==> src/rtl/tick_scheduler.sv <==
// tick_scheduler
//   Shared gameplay timing resource. One prescaler divides clk_in into a base
//   tick, and NUM_CH channels count base ticks to produce one-cycle clock-enable
//   pulses. Every output is a clock enable in the clk_in domain; no clock is derived.
//
//   Optional build macro: TICK_ONESHOT_EN adds the cfg_oneshot port and per-channel
//   one-shot mode. Without it, every channel is periodic.
//
// Ports
//   clk_in       in   system clock
//   rst_n        in   asynchronous active-low reset
//   run          in   global enable; low freezes the prescaler phase and the channels
//   cfg_valid    in   config write request
//   cfg_ready    out  config write accepted when cfg_valid && cfg_ready
//   cfg_ch       in   [CH_W]  channel to configure (>= NUM_CH is accepted and ignored)
//   cfg_period   in   [CNT_W] period in base ticks; 0 disables the channel
//   cfg_oneshot  in   one-shot select (TICK_ONESHOT_EN only)
//   base_tick    out  one-cycle pulse every PRESCALE running cycles
//   tick         out  [NUM_CH] per-channel one-cycle pulse, aligned with base_tick
//   busy         out  [NUM_CH] channel holds a nonzero period

// ---------------------------------------------------------------------------
// tick_channel: a single lane. IDLE means period==0. ACTIVE counts strobes and
// reloads from the period register each time the count reaches 1.
// ---------------------------------------------------------------------------
module tick_channel #(
  parameter int CNT_W = 16
) (
  input  logic             clk_in,
  input  logic             rst_n,
  input  logic             strobe,
  input  logic             wr_en,
  input  logic [CNT_W-1:0] wr_period,
  input  logic             wr_oneshot,
  output logic             tick,
  output logic             busy
);

  typedef enum logic {CH_IDLE, CH_ACTIVE} ch_st_e;

  ch_st_e           st, st_n;
  logic [CNT_W-1:0] period, period_n;
  logic [CNT_W-1:0] count, count_n;
  logic             oneshot, oneshot_n;
  logic             tick_n;

  always_ff @(posedge clk_in or negedge rst_n) begin
    if (!rst_n) begin
      st      <= CH_IDLE;
      period  <= '0;
      count   <= '0;
      oneshot <= 1'b0;
      tick    <= 1'b0;
    end else begin
      st      <= st_n;
      period  <= period_n;
      count   <= count_n;
      oneshot <= oneshot_n;
      tick    <= tick_n;
    end
  end

  always_comb begin
    st_n      = st;
    period_n  = period;
    count_n   = count;
    oneshot_n = oneshot;
    tick_n    = 1'b0;
    if (wr_en) begin
      // A write beats a coincident strobe: the count is reloaded and that strobe
      // is swallowed for this lane.
      period_n  = wr_period;
      count_n   = wr_period;
      oneshot_n = wr_oneshot;
      st_n      = (wr_period == '0) ? CH_IDLE : CH_ACTIVE;
    end else if (strobe && st == CH_ACTIVE) begin
      if (count == CNT_W'(1)) begin
        tick_n = 1'b1;
        if (oneshot) begin
          // The lane drops to IDLE on the same edge that raises tick, so busy
          // falls in the same cycle as the pulse.
          st_n     = CH_IDLE;
          period_n = '0;
          count_n  = '0;
        end else begin
          count_n = period;
        end
      end else begin
        count_n = count - CNT_W'(1);
      end
    end
  end

  // busy comes straight from the state register, so it is a registered output.
  assign busy = (st == CH_ACTIVE);

endmodule

// ---------------------------------------------------------------------------
// tick_scheduler: prescaler, config handshake, and the array of lanes
// ---------------------------------------------------------------------------
module tick_scheduler #(
  parameter int PRESCALE = 10000,
  parameter int NUM_CH   = 4,
  parameter int CH_W     = 2,
  parameter int CNT_W    = 16
) (
  input  logic              clk_in,
  input  logic              rst_n,
  input  logic              run,
  input  logic              cfg_valid,
  output logic              cfg_ready,
  input  logic [CH_W-1:0]   cfg_ch,
  input  logic [CNT_W-1:0]  cfg_period,
`ifdef TICK_ONESHOT_EN
  input  logic              cfg_oneshot,
`endif
  output logic              base_tick,
  output logic [NUM_CH-1:0] tick,
  output logic [NUM_CH-1:0] busy
);

  localparam int PW = (PRESCALE > 1) ? $clog2(PRESCALE) : 1;

  typedef struct packed {
    logic [CH_W-1:0]  ch;
    logic [CNT_W-1:0] period;
    logic             oneshot;
  } cfg_req_t;

  cfg_req_t          req;
  logic              accept;
  logic [PW-1:0]     pre_cnt;
  logic              strobe;
  logic [NUM_CH-1:0] wr_en;

  always_comb begin
    req.ch     = cfg_ch;
    req.period = cfg_period;
`ifdef TICK_ONESHOT_EN
    req.oneshot = cfg_oneshot;
`else
    req.oneshot = 1'b0;
`endif
  end

  assign accept = cfg_valid && cfg_ready;

  // Ready is low out of reset, rises on the first edge after release, and takes
  // a one-cycle gap after each accepted write. That limits writes to one every
  // two cycles.
  always_ff @(posedge clk_in or negedge rst_n) begin
    if (!rst_n) cfg_ready <= 1'b0;
    else        cfg_ready <= !accept;
  end

  // Prescaler. While run is low the phase is held, so the next base tick arrives
  // only after the rest of the interrupted period has elapsed.
  assign strobe = run && (pre_cnt == PW'(PRESCALE - 1));

  always_ff @(posedge clk_in or negedge rst_n) begin
    if (!rst_n) begin
      pre_cnt   <= '0;
      base_tick <= 1'b0;
    end else begin
      base_tick <= strobe;
      if (run) begin
        if (pre_cnt == PW'(PRESCALE - 1)) pre_cnt <= '0;
        else                              pre_cnt <= pre_cnt + PW'(1);
      end
    end
  end

  // Lanes. A cfg_ch of NUM_CH or more matches no lane: the handshake completes
  // and no channel state changes.
  for (genvar g = 0; g < NUM_CH; g++) begin : g_ch
    assign wr_en[g] = accept && (req.ch == CH_W'(g));

    tick_channel #(.CNT_W(CNT_W)) u_ch (
      .clk_in     (clk_in),
      .rst_n      (rst_n),
      .strobe     (strobe),
      .wr_en      (wr_en[g]),
      .wr_period  (req.period),
      .wr_oneshot (req.oneshot),
      .tick       (tick[g]),
      .busy       (busy[g])
    );
  end

endmodule

==> config.mk <==
export PLATFORM = sky130hd
export DESIGN_NAME = tick_scheduler
export DESIGN_NICKNAME = d
export VERILOG_FILES = /design/src/rtl/tick_scheduler.sv
export SDC_FILE = /design/constraint.sdc
export NUM_CORES = 1
export LEC_CHECK = 0
export BUFFER_PORTS_ARGS = -buffer_cell sky130_fd_sc_hd__clkbuf_2
export CAP_MARGIN = 0
export CORE_MARGIN = 8
export CORE_UTILIZATION = 56
export DETAILED_ROUTE_END_ITERATION = 12
export GPL_TIMING_DRIVEN = 0
export PLACE_DENSITY = 0.73
export SYNTH_ARGS = -nofsm -noshare
export SYNTH_HDL_FRONTEND = slang
export SYNTH_SLANG_ARGS = --single-unit
==> constraint.sdc <==
create_clock -name clk_in -period 2.5 [get_ports clk_in]
set_input_delay 0.25 -clock clk_in [delete_from_list [all_inputs] [get_ports clk_in]]
set_output_delay 0.25 -clock clk_in [all_outputs]
set_load 0.1 [all_outputs]
==> results.md <==
Synthesis:
- After synthesis, flip-flops and latches occupy between 40% and 50% of the total area.
- In this run, synthesis produced a sequential element count of 152.
- The number of cells produced by synthesis is 962.
- The number of nets in the synthesized netlist is 993.
- The number of synthesized flops with an enable pin is 0.
- The netlist uses 70 different library cells.
- Of all cell types, the one taking the most synthesized area is sky130_fd_sc_hd__dfrtp_1.
- The synthesized design devotes to its leading area cell type 45.2% of total area.
- sky130_fd_sc_hd__nand2_1 is the most common cell in the netlist.
- Among all flip-flop cells after synthesis, the most frequent one is sky130_fd_sc_hd__dfrtp_1.
- The total of warnings raised by yosys is 0.
- Sorting the synthesized cells by how often they occur yields sky130_fd_sc_hd__nand2_1, sky130_fd_sc_hd__dfrtp_1, sky130_fd_sc_hd__o21ai_0.
- Summing every instance area after synthesis gives 0.00842 sq mm.
- A synthesized cell averages 8.76 sq um.
- In the post-synthesis netlist, the biggest area contributors are sky130_fd_sc_hd__dfrtp_1, sky130_fd_sc_hd__nand2_1, sky130_fd_sc_hd__o21ai_0.
- The proportion of register bits with asynchronous set or reset after synthesis is 100%.

Hold path:
- The cell depth of the worst hold path is 2.
- The class of the most critical hold timing path is input pin to flop.

STA:
- Setup slack on the critical path of the routed design comes to 0.127 ns.
- The final hold violation count was 0.
- Setup repair after global routing left no endpoint under its margin.
- The final critical-path required period is 2.37 ns.
- The count of final setup violators is 0.
- The setup total negative slack is 0 ns.
- The highest achievable clock rate is 0.421 GHz.
- The largest clock skew in the final design is about 0.011 ns.
- The max-slew violation count is 0.
- In this run the tightest slew margin relative to its limit is between 30% and 40%.
- The final critical path takes up between 90% and 100% of the cycle.
- For the pin with the worst max-slew slack, the measured transition is roughly 0.99 ns.

Die:
- The count of boundary I/O pins is 32.
- The effective utilization at floorplan is 56.2%.
- The floorplan step defined a die boundary enclosing 0.0192 sq mm.
- The die height is 139 microns.
- The x dimension of the die is 139 microns.
- The core region is 0.0150 sq mm.
- The cell row count is 45.

Final layout:
- The net count of the finished layout is 1049.
- Once layout is complete, the utilization of the core stands at between 60% and 70%.
- The number of antenna diodes in the final layout is 0.
- Relative to the synthesized area, the layout overhead comes to 14.3%.
- The final standard cell area without fillers is a little under 0.01 sq mm.
- The number of fill cells is around 1.3k.
- The fraction of final layout cells with drive strength greater than 1 is 12.2%.

Worst setup path:
- In this run the register-to-register setup slack is about 0.13 ns.
- The category of the worst setup path launch point is a flop.
- The critical path capture point type is a flop.
- At the worst endpoint, the required time is 2.80 ns.
- The worst path arrival time is 2.68 ns.
- Following the worst setup path forward leads to its endpoint at g_ch[0].u_ch.count[7].
- The maximum fanout encountered on the critical timing path is 10.
- The category of the critical setup timing path is flop to flop.
- The worst register-to-register path begins at pre_cnt[4].
- In this run the critical register-to-register path is captured at g_ch[0].u_ch.count[7].
- The start point of the critical path is pre_cnt[4].
- The worst register-to-register path has a depth of 6.

Drt:
- The routed design has about 23000 microns of wire.
- The number of nets with antenna violations after routing is 0.
- The number of remaining DRC errors is 0.
- The first detailed-routing pass took 5 iterations.
- The via density per instance is roughly 6.
- Summing over every cut layer, the via total after detailed routing is 7520.
- In this run, the number of DRC markers left after iteration 0 of detailed routing was 722.
- After detailed routing, the average wire length per cell comes to 18.9 microns.

Pwr:
- The leakage power of the design is 4.36 nW.
- VDD sags by at most 0.522 mV.
- Summed over all nets, the switching power comes to 2.48 mW.
- The clock network fraction of total power is roughly a third.
- The share of total power in combinational logic is 20.4%.
- The internal power is 5.16 mW.
- For this design the ratio of total power to cell area is 793 mW/mm^2.
- Net switching is 32.5% of the power.
- Registers are responsible for approximately 45% of the overall power.

Placement:
- At the placement stage, the worst setup path has a slack of -0.149 ns.
- The wire-length estimate of the detail-placed layout is about 15000 microns.
- The final estimated routing congestion in global placement is 0.898.
- The post-detailed-placement cell area is 0.00883 sq mm.
- The count of buffers added on input and output ports is 27.

GRT:
- The via count of the first global-routing pass is just over 7k.
- For this run, the total global-route usage over all layers was measured as 24.3%.
- Entering global routing, the biggest net connects 115 pins.
- The global-route wire length before repair is 37800 microns.
- After global routing the overflow that remains totals 0.
- The initial antenna violation count is 0.

Clock network:
- In this run the number of H-tree levels came out at 4.
- TritonCTS built the clock tree.
- After clock tree synthesis, the clock-pin slew on the worst setup and hold paths is 0.06 ns.
- The library cell used as clock root buffer is sky130_fd_sc_hd__clkbuf_16.
- The number of buffers between clock root and the deepest sink is 2.
- The TritonCTS buffer count is 17.
- Clock latency on the worst-skew pair, taken at its later pin, is 0.43 ns.
- The clock net in this run drives a total of approximately 150 sinks.

Job:
- The number of max-capacitance violations reported is 0.

Run status:
- The run finished with clean final reports.
==> flip-flops by register name (all words and copies together), names as in the netlist <==
register	cells
g_ch.u_ch.count	64
g_ch.u_ch.period	64
pre_cnt	14
g_ch.u_ch.busy	4
g_ch.u_ch.tick	4
base_tick	1
cfg_ready	1
==> critical path, cell delays in order (launching register included) <==
cell and delay, ns:
sky130_fd_sc_hd__dfrtp_1 0.46, sky130_fd_sc_hd__or4b_4 0.64, sky130_fd_sc_hd__nor2_2 0.21, sky130_fd_sc_hd__clkbuf_4 0.25
sky130_fd_sc_hd__nand3_1 0.26, sky130_fd_sc_hd__o311ai_2 0.33, sky130_fd_sc_hd__nand3_1 0.09
==> power groups by stage <==
stage | combinational [mW] | sequential [mW] | clock, mW
finish | 1.56 | 3.40 | 2.67
detailed placement | 1.52 | 3.39 | 0
global route | 1.75 | 3.47 | 2.80
CTS | 1.53 | 3.37 | 2.71
global placement | 1.46 | 3.40 | 0
floorplan | 1.16 | 3.29 | 0
==> metrics by stage <==
| stage | cells | power, mW | hold WS [ns] |
|---|---|---|---|
| final | 1219 | 7.63 | 0.132 |
| after global routing | 1219 | 8.03 | 0.139 |
| after CTS | 1213 | 7.61 | 0.115 |
| after detailed placement | 1178 | 4.91 | 0.197 |
| after global placement | 1177 | 4.86 | 0.454 |
| after floorplan | 962 | 4.44 | -0.0456 |
==> repair_timing <==
item                                    4_1_cts  5_1_grt
hold buffers                                  1        0
endpoints found under the setup margin       21       54
resized for setup                             5       18
endpoints found under the hold margin        38        0
buffers inserted                              2        8
pin swaps                                     0        3
==> metal layers <==
layer	routed length (microns)	global-route usage, %
met1	10500	32.7
met2	10700	38.3
met3	1300	5.30
met4	488	8.09
met5	0	0
==> logic make-up (layout without fill, tap and decap cells) <==
group                    count (synthesis)  in the layout  synth area share, %
buffers and inverters                   79            148                 4.00
AND/OR/NAND/NOR                        468            468                 27.9
AO/OA/AOI/OAI                          198            198                 15.2
XOR/XNOR                                25             25                 2.60
adder cells (fa/ha/maj)                  9              9                 1.34
flip-flops                             152            152                 45.2
multiplexers                            31             31                 3.83
==> cell type report <==
type                    count  area, sq um  area share (%)
inverters                  22         82.6           0.858
multi-input cells         731         4390            45.5
plain buffers              55          251            2.61
clock buffers              19          443            4.60
flip-flops and latches    152         3800            39.5
clock inverters            13          170            1.77
repair buffers             39          256            2.66
well taps                 188          235            2.44
==> worst min path at each step <==
stage	end	slack [ns]	from
global placement	g_ch[0].u_ch.period[3]	0.45	g_ch[0].u_ch.period[3]
floorplan	base_tick	-0.05	rst_n
CTS	pre_cnt[0]	0.12	run
detailed placement	pre_cnt[1]	0.20	rst_n
global route	pre_cnt[0]	0.14	run
finish	pre_cnt[0]	0.13	run
==> cell usage in the layout, fill, tap and decap left out, drive strengths merged, types with 9 or more instances in the layout <==
master | netlist | layout
nand2 | 227 | 227
dfrtp | 152 | 152
clkbuf | 42 | 88
o21ai | 81 | 81
nor2 | 56 | 56
nand3 | 32 | 32
nor3 | 26 | 26
inv | 22 | 25
buf | 15 | 24
nor4 | 23 | 23
nand4 | 22 | 22
mux2i | 21 | 21
a21oi | 17 | 17
xnor2 | 17 | 17
a22oi | 15 | 15
nor3b | 11 | 11
mux2 | 10 | 10
a31oi | 10 | 10
and4 | 9 | 9
ha | 9 | 9
No activity file was read; power rests on OpenSTA's default activity.
